$ cat config.mk
export PLATFORM = sky130hd
export DESIGN_NAME = dbi_tx_seq
export DESIGN_NICKNAME = d
export VERILOG_FILES = /design/src/rtl/dbi_tx_seq.sv
export SDC_FILE = /design/constraint.sdc
export NUM_CORES = 1
export LEC_CHECK = 0
export CAP_MARGIN = 20
export CORE_UTILIZATION = 39
export CTS_CLUSTER_DIAMETER = 60
export DETAILED_ROUTE_END_ITERATION = 6
export PLACE_DENSITY = 0.7
export SLEW_MARGIN = 5
export SYNTH_ARGS = -nofsm -noshare
export SYNTH_HDL_FRONTEND = slang
export SYNTH_SLANG_ARGS = --single-unit
$ cat constraint.sdc
create_clock -name clk -period 12.55 [get_ports clk]
set_input_delay 1.255 -clock clk [delete_from_list [all_inputs] [get_ports clk]]
set_output_delay 1.255 -clock clk [all_outputs]
set_load 0.005 [all_outputs]
$ cat src/rtl/dbi_tx_seq.sv
// DBI Type-B transmit sequencer: hardware reset, sleep-out, window and display-on
// commands, then memory-write frames sized from the latched window.
module dbi_tx_seq #(
  parameter int unsigned CLK_FREQ     = 125000000,
  parameter int unsigned DBI_IF_D_W   = 8,
  parameter int unsigned COORD_W      = 16,
  parameter int unsigned PXL_BYTES    = 2,
  parameter int unsigned RST_STALL_US = 5000,
  parameter int unsigned SLP_STALL_US = 120000
) (
  input  logic                  clk,
  input  logic                  rst_n,
  input  logic                  start_i,
  input  logic                  cont_mode_i,
  input  logic [DBI_IF_D_W-1:0] addr_slp_out_i,
  input  logic [DBI_IF_D_W-1:0] addr_col_i,
  input  logic [DBI_IF_D_W-1:0] addr_row_i,
  input  logic [DBI_IF_D_W-1:0] addr_disp_on_i,
  input  logic [DBI_IF_D_W-1:0] addr_mem_wr_i,
  input  logic [COORD_W-1:0]    s_col_i,
  input  logic [COORD_W-1:0]    e_col_i,
  input  logic [COORD_W-1:0]    s_row_i,
  input  logic [COORD_W-1:0]    e_row_i,
  input  logic [DBI_IF_D_W-1:0] pxl_d_i,
  input  logic                  pxl_vld_i,
  output logic                  pxl_rdy_o,
  input  logic                  dtp_tx_rdy_i,
  output logic                  dtp_dbi_hrst_o,
  output logic                  dtp_tx_last_o,
  output logic                  dtp_tx_no_dat_o,
  output logic                  dtp_tx_vld_o,
  output logic [DBI_IF_D_W-1:0] dtp_tx_cmd_typ_o,
  output logic [DBI_IF_D_W-1:0] dtp_tx_cmd_dat_o,
  output logic                  busy_o,
  output logic                  frame_done_o,
  output logic                  win_err_o,
  output logic [3:0]            dbg_state_o
);

  // Handshake: a byte moves to the PHY only in a cycle where dtp_tx_vld_o and
  // dtp_tx_rdy_i are both high; vld never depends on rdy, and in MEM the pixel
  // FIFO sees rdy straight through so FIFO pop and PHY transfer coincide.

  localparam int unsigned RST_CYC = CLK_FREQ / 1000000 * RST_STALL_US;
  localparam int unsigned SLP_CYC = CLK_FREQ / 1000000 * SLP_STALL_US;
  localparam int unsigned MAX_CYC = (RST_CYC > SLP_CYC) ? RST_CYC : SLP_CYC;
  localparam int unsigned STALL_W = (MAX_CYC > 1) ? $clog2(MAX_CYC) : 1;
  localparam int unsigned CNT_W   = 2 * COORD_W + 2;
  // The wait state itself counts down to zero, so load one less than the stall.
  localparam logic [STALL_W-1:0] RST_LOAD = (RST_CYC > 0) ? STALL_W'(RST_CYC - 1) : '0;
  localparam logic [STALL_W-1:0] SLP_LOAD = (SLP_CYC > 0) ? STALL_W'(SLP_CYC - 1) : '0;

  typedef enum logic [3:0] {
    S_IDLE, S_HRST, S_RST_WAIT, S_SLPOUT, S_SLP_WAIT, S_COL, S_ROW, S_DISP, S_MEM
  } state_e;

  state_e               state_q, state_d;
  logic [STALL_W-1:0]   stall_q, stall_d;
  logic [1:0]           byte_q, byte_d;
  logic [CNT_W-1:0]     cnt_q, cnt_d;
  logic [COORD_W-1:0]   sc_q, ec_q, sr_q, er_q;
  logic                 lat_en;

  logic                 xfer, in_bad, win_same, mem_last;
  logic [COORD_W:0]     win_w, win_h;
  logic [CNT_W-1:0]     frame_len;
  logic [COORD_W-1:0]   coord_sel;
  logic [DBI_IF_D_W-1:0] coord_byte;

  assign win_w     = {1'b0, ec_q} - {1'b0, sc_q} + (COORD_W+1)'(1);
  assign win_h     = {1'b0, er_q} - {1'b0, sr_q} + (COORD_W+1)'(1);
  assign frame_len = CNT_W'(win_w) * CNT_W'(win_h) * CNT_W'(PXL_BYTES);
  assign mem_last  = (cnt_q == frame_len - CNT_W'(1));

  assign in_bad   = (e_col_i < s_col_i) || (e_row_i < s_row_i);
  assign win_same = ({s_col_i, e_col_i, s_row_i, e_row_i} == {sc_q, ec_q, sr_q, er_q});

  // Window bytes go out as start hi/lo then end hi/lo.
  always_comb begin
    if (state_q == S_COL) coord_sel = byte_q[1] ? ec_q : sc_q;
    else                  coord_sel = byte_q[1] ? er_q : sr_q;
    coord_byte = byte_q[0] ? DBI_IF_D_W'(coord_sel) : DBI_IF_D_W'(coord_sel >> DBI_IF_D_W);
  end

  always_comb begin
    dtp_dbi_hrst_o   = 1'b0;
    dtp_tx_last_o    = 1'b0;
    dtp_tx_no_dat_o  = 1'b0;
    dtp_tx_vld_o     = 1'b0;
    dtp_tx_cmd_typ_o = '0;
    dtp_tx_cmd_dat_o = '0;
    pxl_rdy_o        = 1'b0;
    case (state_q)
      S_HRST: begin
        dtp_tx_vld_o   = 1'b1;
        dtp_dbi_hrst_o = 1'b1;
      end
      S_SLPOUT: begin
        dtp_tx_vld_o     = 1'b1;
        dtp_tx_no_dat_o  = 1'b1;
        dtp_tx_last_o    = 1'b1;
        dtp_tx_cmd_typ_o = addr_slp_out_i;
      end
      S_COL, S_ROW: begin
        dtp_tx_vld_o     = 1'b1;
        dtp_tx_last_o    = (byte_q == 2'd3);
        dtp_tx_cmd_typ_o = (state_q == S_COL) ? addr_col_i : addr_row_i;
        dtp_tx_cmd_dat_o = coord_byte;
      end
      S_DISP: begin
        dtp_tx_vld_o     = 1'b1;
        dtp_tx_no_dat_o  = 1'b1;
        dtp_tx_last_o    = 1'b1;
        dtp_tx_cmd_typ_o = addr_disp_on_i;
      end
      S_MEM: begin
        dtp_tx_vld_o     = pxl_vld_i;
        dtp_tx_last_o    = mem_last;
        dtp_tx_cmd_typ_o = addr_mem_wr_i;
        dtp_tx_cmd_dat_o = pxl_d_i;
        pxl_rdy_o        = dtp_tx_rdy_i;
      end
      default: ;
    endcase
  end

  assign xfer        = dtp_tx_vld_o & dtp_tx_rdy_i;
  assign busy_o      = (state_q != S_IDLE);
  assign dbg_state_o = state_q;

  always_comb begin
    state_d      = state_q;
    stall_d      = stall_q;
    byte_d       = byte_q;
    cnt_d        = cnt_q;
    lat_en       = 1'b0;
    frame_done_o = 1'b0;
    win_err_o    = 1'b0;
    case (state_q)
      S_IDLE: begin
        if (start_i) begin
          lat_en = 1'b1;
          if (in_bad) win_err_o = 1'b1;
          else        state_d   = S_HRST;
        end
      end
      S_HRST: begin
        if (xfer) begin
          state_d = S_RST_WAIT;
          stall_d = RST_LOAD;
        end
      end
      S_RST_WAIT: begin
        if (stall_q == '0) state_d = S_SLPOUT;
        else               stall_d = stall_q - STALL_W'(1);
      end
      S_SLPOUT: begin
        if (xfer) begin
          state_d = S_SLP_WAIT;
          stall_d = SLP_LOAD;
        end
      end
      S_SLP_WAIT: begin
        if (stall_q == '0) state_d = S_COL;
        else               stall_d = stall_q - STALL_W'(1);
      end
      S_COL, S_ROW: begin
        if (xfer) begin
          byte_d = byte_q + 2'd1;
          if (byte_q == 2'd3) state_d = (state_q == S_COL) ? S_ROW : S_DISP;
        end
      end
      S_DISP: begin
        if (xfer) state_d = S_MEM;
      end
      S_MEM: begin
        if (xfer) begin
          if (mem_last) begin
            frame_done_o = 1'b1;
            cnt_d        = '0;
            if (!start_i || !cont_mode_i) begin
              state_d = S_IDLE;
            end else begin
              // Next frame: reuse the open window unless the registers moved.
              lat_en = 1'b1;
              if (in_bad) begin
                win_err_o = 1'b1;
                state_d   = S_IDLE;
              end else if (!win_same) begin
                state_d = S_COL;
              end
            end
          end else begin
            cnt_d = cnt_q + CNT_W'(1);
          end
        end
      end
      default: state_d = S_IDLE;
    endcase
  end

  always_ff @(posedge clk or negedge rst_n) begin
    if (!rst_n) begin
      state_q <= S_IDLE;
      stall_q <= '0;
      byte_q  <= '0;
      cnt_q   <= '0;
    end else begin
      state_q <= state_d;
      stall_q <= stall_d;
      byte_q  <= byte_d;
      cnt_q   <= cnt_d;
    end
  end

  always_ff @(posedge clk) begin
    if (lat_en) begin
      sc_q <= s_col_i;
      ec_q <= e_col_i;
      sr_q <= s_row_i;
      er_q <= e_row_i;
    end
  end

endmodule
* Yosys cells after proc, flatten, opt, wreduce, memory -nomap -nowiden
Index checks and enable logic that the tools add are counted.
Operators by class: add/sub/neg operators 8, multiply operators 1, order comparisons 2, eq/ne operators 24, mux-type cells 47, bitwise gates (word level) 1, reduce and logical (&&, ||, !) cells 16
Operators by type and width (count):
- 24-bit two-way mux | 3
- 24-bit one-hot mux with 3 select lines | 1
- 64-bit equality test | 1
- 4-bit two-way mux | 14
- 16-bit two-way mux | 3
- 17-bit by 1-bit adder with 17-bit output, second input constant | 2
- 34-bit by 1-bit adder with 34-bit output, second input constant | 1
- 34-bit equality test | 1
- 34-bit two-way mux | 1
- 16-bit by 16-bit subtractor with 17-bit output | 2
- 34-bit by 1-bit subtractor with 34-bit output, second input constant | 1
- 17-bit by 17-bit multiplier with 33-bit output | 1
- 16-bit < comparator | 2
- 4-bit one-hot mux with 8 select lines | 1
- 8-bit one-hot mux with 4 select lines | 1
- 24-bit logical NOT | 1
- 2-bit != test, second input constant | 12
- 24-bit by 1-bit subtractor with 24-bit output, second input constant | 1
- 4-bit by 3-bit equality test with 1-bit output, second input constant | 4
- 1-bit two-way mux | 16
- 8-bit two-way mux | 2
- 8-bit one-hot mux with 2 select lines | 1
- 12-bit AND reduction | 1
- 4-bit by 2-bit equality test with 1-bit output, second input constant | 2
- 17 further kinds | 24
Word-level totals: flip-flop bits (word level) 128, input port bits 118, output and inout port bits 28

* Depth between registers and ports, before layout
depth in word-level cells 8, mapped depth 45, depth with buffers taken out 41

* Worst setup path after synthesis
No wires, ideal clock.
path kind reg2reg, start register sc_q[1], end register ec_q[0], enable pin, library setup time 508 ps, arrival 13222 ps, required time 12042 ps, setup slack -1181 ps, cell stages (with the launch flop) 41, buffers on the path 3, cell sequence edfxtp_1 > ha_1 > inv_1 > ha_1 > fa_1 > a21o_1 > a21oi_1 > o21bai_1 > a21oi_1 > o21bai_1 > a21oi_1 > o21bai_1 > a21oi_1 > o21ai_0 > xor2_1 > clkbuf_1 > nand2_1 > fa_1 > [5 not listed] > fa_1 > fa_1 > inv_1 > ha_1 > buf_2 > nand2_1 > or3_1 > a211o_1 > and2_1 > xnor2_1 > nor4b_1 > clkbuf_1 > nand3_1 > nor4b_1 > xnor3_1 > xnor2_1 > nand3_2 > o22ai_1
Between the ends: cells in the longest elaborated chain, start to end 8
Ends and longest elaborated chain:
- start, declared | RTL line 61 | logic [COORD_W-1:0] sc_q, ec_q, sr_q, er_q;
- start signal, assigned | RTL line 218 | sc_q <= s_col_i;
- 16-bit by 16-bit subtractor with 17-bit output | RTL line 70 | assign win_w = {1'b0, ec_q} - {1'b0, sc_q} + (COORD_W+1)'(1);
- 17-bit by 1-bit adder with 17-bit output | RTL line 70
- 17-bit by 17-bit multiplier with 33-bit output | RTL line 72 | assign frame_len = CNT_W'(win_w) * CNT_W'(win_h) * CNT_W'(PXL_BYTES);
- 34-bit by 1-bit subtractor with 34-bit output | RTL line 73 | assign mem_last = (cnt_q == frame_len - CNT_W'(1));
- 34-bit equality test | RTL line 73
- 1-bit two-way mux | RTL line 178 | if (mem_last) begin
- 1-bit two-way mux | RTL line 177 | if (xfer) begin
- 1-bit one-hot mux with 2 select lines | RTL line 139 | case (state_q)
- net lat_en | RTL line 62 | logic lat_en;
- end signal, assigned | RTL line 219 | ec_q <= e_col_i;
- end, declared | RTL line 61
The timed path passes the listed nets, and every way through them passes these cells. A chain may end at the register's enable or synchronous reset.

* Final worst setup path
start register er_q[1], end output port frame_done_o
Between the ends: cells in the longest elaborated chain, start to end 8
Ends and longest elaborated chain:
- start, declared | RTL line 61
- start signal, assigned | RTL line 221 | er_q <= e_row_i;
- 16-bit by 16-bit subtractor with 17-bit output | RTL line 71 | assign win_h = {1'b0, er_q} - {1'b0, sr_q} + (COORD_W+1)'(1);
- 17-bit by 1-bit adder with 17-bit output | RTL line 71
- 17-bit by 17-bit multiplier with 33-bit output | RTL line 72
- 34-bit by 1-bit subtractor with 34-bit output | RTL line 73
- 34-bit equality test | RTL line 73
- 1-bit two-way mux | RTL line 178
- 1-bit two-way mux | RTL line 177
- 1-bit two-way mux | RTL line 139
- end, declared | RTL line 35 | output logic frame_done_o,
Every way passes these cells.

==> summary.md <==
| Metric | Value |
|---|---|
| Area Growth Syn to Fin | 19.39% |
| Leakage power | 0.01071 uW |
| Hold-fix buffers at CTS | 0 |
| Initial DRC count | 1286 |
| Kind of end point of the critical path | primary output |
| Async set-reset flop share out of synthesis | 50.00% |
| Placed insts | 3157 |
| Status | complete, no violations |
| Gr usage total | 23.23% |
| PwrDens | 43.16 nW/um2 |
| CORE AREA | 51720 um2 |
| Finished Layout Cells | 3223 |
| Yosys top cell area share | 21.85% |
| Fin nets | 3073 |
| PortBufs | 145 |
| Initial antenna violation count | 1 |
| Antenna viol nets, final | 0 |
| Vias per cell | 5.599 |
| First-pass GRT wire length | 97.84 mm |
| Post-Syn Nets | 2875 |
| Synth warn | 0 |
| Mapped Area | 20610 um2 |
| CP top delay family | adder cells |
| GPL Wtd Cong | 0.9611 |
| DR vias | 18040 |
| Post-layout minimum cycle time | 12200 ps |
| Skew-Pair Late Insertion Delay | 450 ps |
| Post-synth top area cell | fa_1 |
| Max-slew violations | 0 |
| Detail Placement HPWL | 50.45 mm |
| Die width | 231.9 um |
| Placed inst area | 23210 um2 |
| WP data arrival | 10950 ps |
| Final wirelength | 61.30 mm |
| Worst Tran Pin Value | 1131 ps |
| # diodes | 0 |
| Average size of a mapped cell | 8.839 um2 |
| Drt first pass iters | 5 |
| Max Cap Violations | 0 |
| Reg clk slew, reported paths | 60 ps |
| Period utilization | 97.22% |
| Hold Violations, Final | 0 |
| Layout Skew | 18.67 ps |
| Post-route cell area | 24610 um2 |
| Crit Path Category | register to primary output |
| Setup TNS | 0 ps |
| Fillers | 4935 |
| Synth cell types | 93 |
| Worst vdd ir | 0.00008633 V |
| R2r setup slk | 1540 ps |
| Cell Rows | 83 |
| H-tree levels | 4 |
| CTS buffer count | 17 |
| WL per Instance | 19.02 um |
| CTS sink count | 128 |
| Initial Utilization | 39.86% |
| Worst path required time | 11300 ps |
| WP buf/inv | 8 |
| Share of layout cells above drive strength 1 | 10.89% |
| Die height | 231.9 um |
| Crit-path max cell delay | 570 ps |
| CP max stage cell | fa_1 |
| Place WS | -270.3 ps |
| CTS tree | yes |
| Slew HR | 24.06% |
| Crit path top cell by count | fa_1 |
| CP max FO | 7 |
| Die area | 53780 um2 |
| Startpoint Class | register |
| Drt drc | 0 |
| Post-synth EDFFs | 64 |
| Ys flop type | edfxtp_1 |
| Sequential element share of the synthesized area | 17.09% |
| Root Buffer | clkbuf_16 |
| Hold crit path type | register to register |
| Vias in the first global route | 18720 |
| Post-synthesis cell count | 2332 |
| I/O pins | 146 |
| Setup-failing EPs final | 0 |
| Total gr overflow | 0 |
| Top post-synthesis cells by area | fa_1 22%, ha_1 12%, edfxtp_1 9.3% |
| Largest net degree at the start of global routing | 65 |
| CTS max path bufs | 2 |
| #FFs+latches synth | 128 |
| Final worst setup slack | 349.1 ps |
| Fmax | 81.96 MHz |
-- repair_timing --
item | CTS | global route
resized for setup | 30 | 87
pin swaps | 3 | 35
buffers inserted | 6 | 28
endpoints found under the setup margin | 3 | 3
endpoints found under the hold margin | 0 | 0
gates cloned | 0 | 0
-- cells by family (layout without fill, tap and decap cells) --
group                      after synthesis  in the layout  synth area share, %
adders and majority gates              425            425                33.99
DFF                                    128            128                17.09
muxes                                   37             37                2.780
buffers and inverters                  386            597                7.278
and+or+nand+nor                        781            781                18.16
AOI/OAI and AO/OA                      375            375                11.98
xor gates and xnor gates               200            200                8.711
-- worst paths after layout --
path / startpoint / to / depth (start not counted)
setup reg to reg: er_q[1] / er_q[6] / 42
max in group asynchronous: rst_n / byte_q[1] / 2
min in group asynchronous: rst_n / cnt_q[14] / 2
hold / removal: stall_q[17] / stall_q[17] / 1
setup / recovery: er_q[1] / frame_done_o / 42
hold reg to reg: stall_q[17] / stall_q[17] / 1
-- layer usage --
layer / routed length (um) / track usage (%) / part of all wire, % / up-vias
li1: - / - / - / 8240
met1: 25410 / 29.74 / 41 / 8927
met2: 29130 / 39.05 / 48 / 753
met3: 4864 / 4.334 / 7.9 / 124
met4: 1901 / 8.059 / 3.1 / 0
met5: 0 / 0 / 0 / -
-- per-stage QoR --
| stage | hold slack, ps | util [%] | total power, uW |
|---|---|---|---|
| floorplan | 454.8 | - | 475.7 |
| detailed placement | 488.2 | 44.89 | 536.7 |
| finish | 503.4 | 47.58 | 1062 |
| global route | 518.2 | 47.58 | 1091 |
| global placement | 471.0 | 44.89 | 534.2 |
| CTS | 514.0 | 46.40 | 1072 |
-- Yosys cell counts (4+ instances only) --
| cell | count |
|---|---|
| inv_1 | 305 |
| nand2_1 | 245 |
| nor2_1 | 238 |
| fa_1 | 225 |
| ha_1 | 200 |
| o21ai_0 | 101 |
| xor2_1 | 100 |
| xnor2_1 | 97 |
| a21oi_1 | 87 |
| dfrtp_1 | 64 |
| edfxtp_1 | 64 |
| clkbuf_1 | 62 |
| and2_1 | 48 |
| nand4_1 | 40 |
| nand3_1 | 32 |
| a21o_1 | 30 |
| nor3_1 | 30 |
| nand2b_1 | 26 |
| nor4_1 | 22 |
| mux2i_1 | 19 |
| a31oi_1 | 18 |
| nor2b_1 | 18 |
| and3_1 | 16 |
| mux4_2 | 16 |
| o211ai_1 | 16 |
| a211oi_1 | 13 |
| o21a_1 | 12 |
| or3_1 | 11 |
| a222oi_1 | 8 |
| buf_2 | 8 |
| nor3b_1 | 8 |
| nor4b_1 | 8 |
| a2111oi_0 | 7 |
| and4_1 | 7 |
| a211o_1 | 6 |
| o21bai_1 | 6 |
| or4_1 | 6 |
| a21boi_0 | 5 |
| o21ai_1 | 5 |
| o22a_1 | 5 |
| o31ai_1 | 5 |
| or2_2 | 5 |
| buf_6 | 4 |
| nand4b_1 | 4 |
| o22ai_1 | 4 |
-- registers in the layout, indices dropped and copies added (netlist names) --
name	cells
sc_q	16
ec_q	16
byte_q	2
dbg_state_o	4
stall_q	24
er_q	16
sr_q	16
cnt_q	34
-- final cells by class --
class	count	area, um2	share of cell area, %
clock buffer	20	479.2	1.947
clock inverter	12	143.9	0.5847
inverter	307	1152	4.683
multi-input combinational	1818	16120	65.52
sequential	128	3523	14.32
tap	680	850.8	3.457
timing repair buffer	258	2336	9.493
-- report_power, final --
part | total, uW | leakage, uW | internal (uW) | switching, uW
Combinational | 87.1 | 0.00901 | 48.4 | 38.7
Clock | 534 | 0.000301 | 320 | 213
Sequential | 441 | 0.00139 | 441 | 0
-- cell usage in the layout (no fill, tap or decap), types with 8 or more instances in the layout --
cell / synthesis / routed
and3_1: 16 / 16
a211oi_1: 13 / 8
fa_1: 225 / 222
mux2i_1: 19 / 18
xnor2_1: 97 / 87
a21o_1: 30 / 30
a21oi_2: 3 / 19
nor3b_1: 8 / 8
nand2_1: 245 / 242
nor4_1: 22 / 20
dfrtp_1: 64 / 64
nand3_1: 32 / 30
ha_1: 200 / 189
o211ai_1: 16 / 16
clkdlybuf4s50_1: 0 / 142
clkbuf_16: 0 / 19
or3_1: 11 / 11
nor3_1: 30 / 28
buf_4: 3 / 108
o21ai_1: 5 / 11
edfxtp_1: 64 / 64
nand4_1: 40 / 40
o21a_1: 12 / 12
mux4_2: 16 / 16
a31oi_1: 18 / 18
a21oi_1: 87 / 71
o21ai_0: 101 / 90
a222oi_1: 8 / 8
inv_1: 305 / 305
nand2b_1: 26 / 26
xnor2_2: 0 / 9
xor2_1: 100 / 98
nor2_1: 238 / 233
nor2b_1: 18 / 17
and2_1: 48 / 48
No activity file was read; power rests on OpenSTA's default activity.
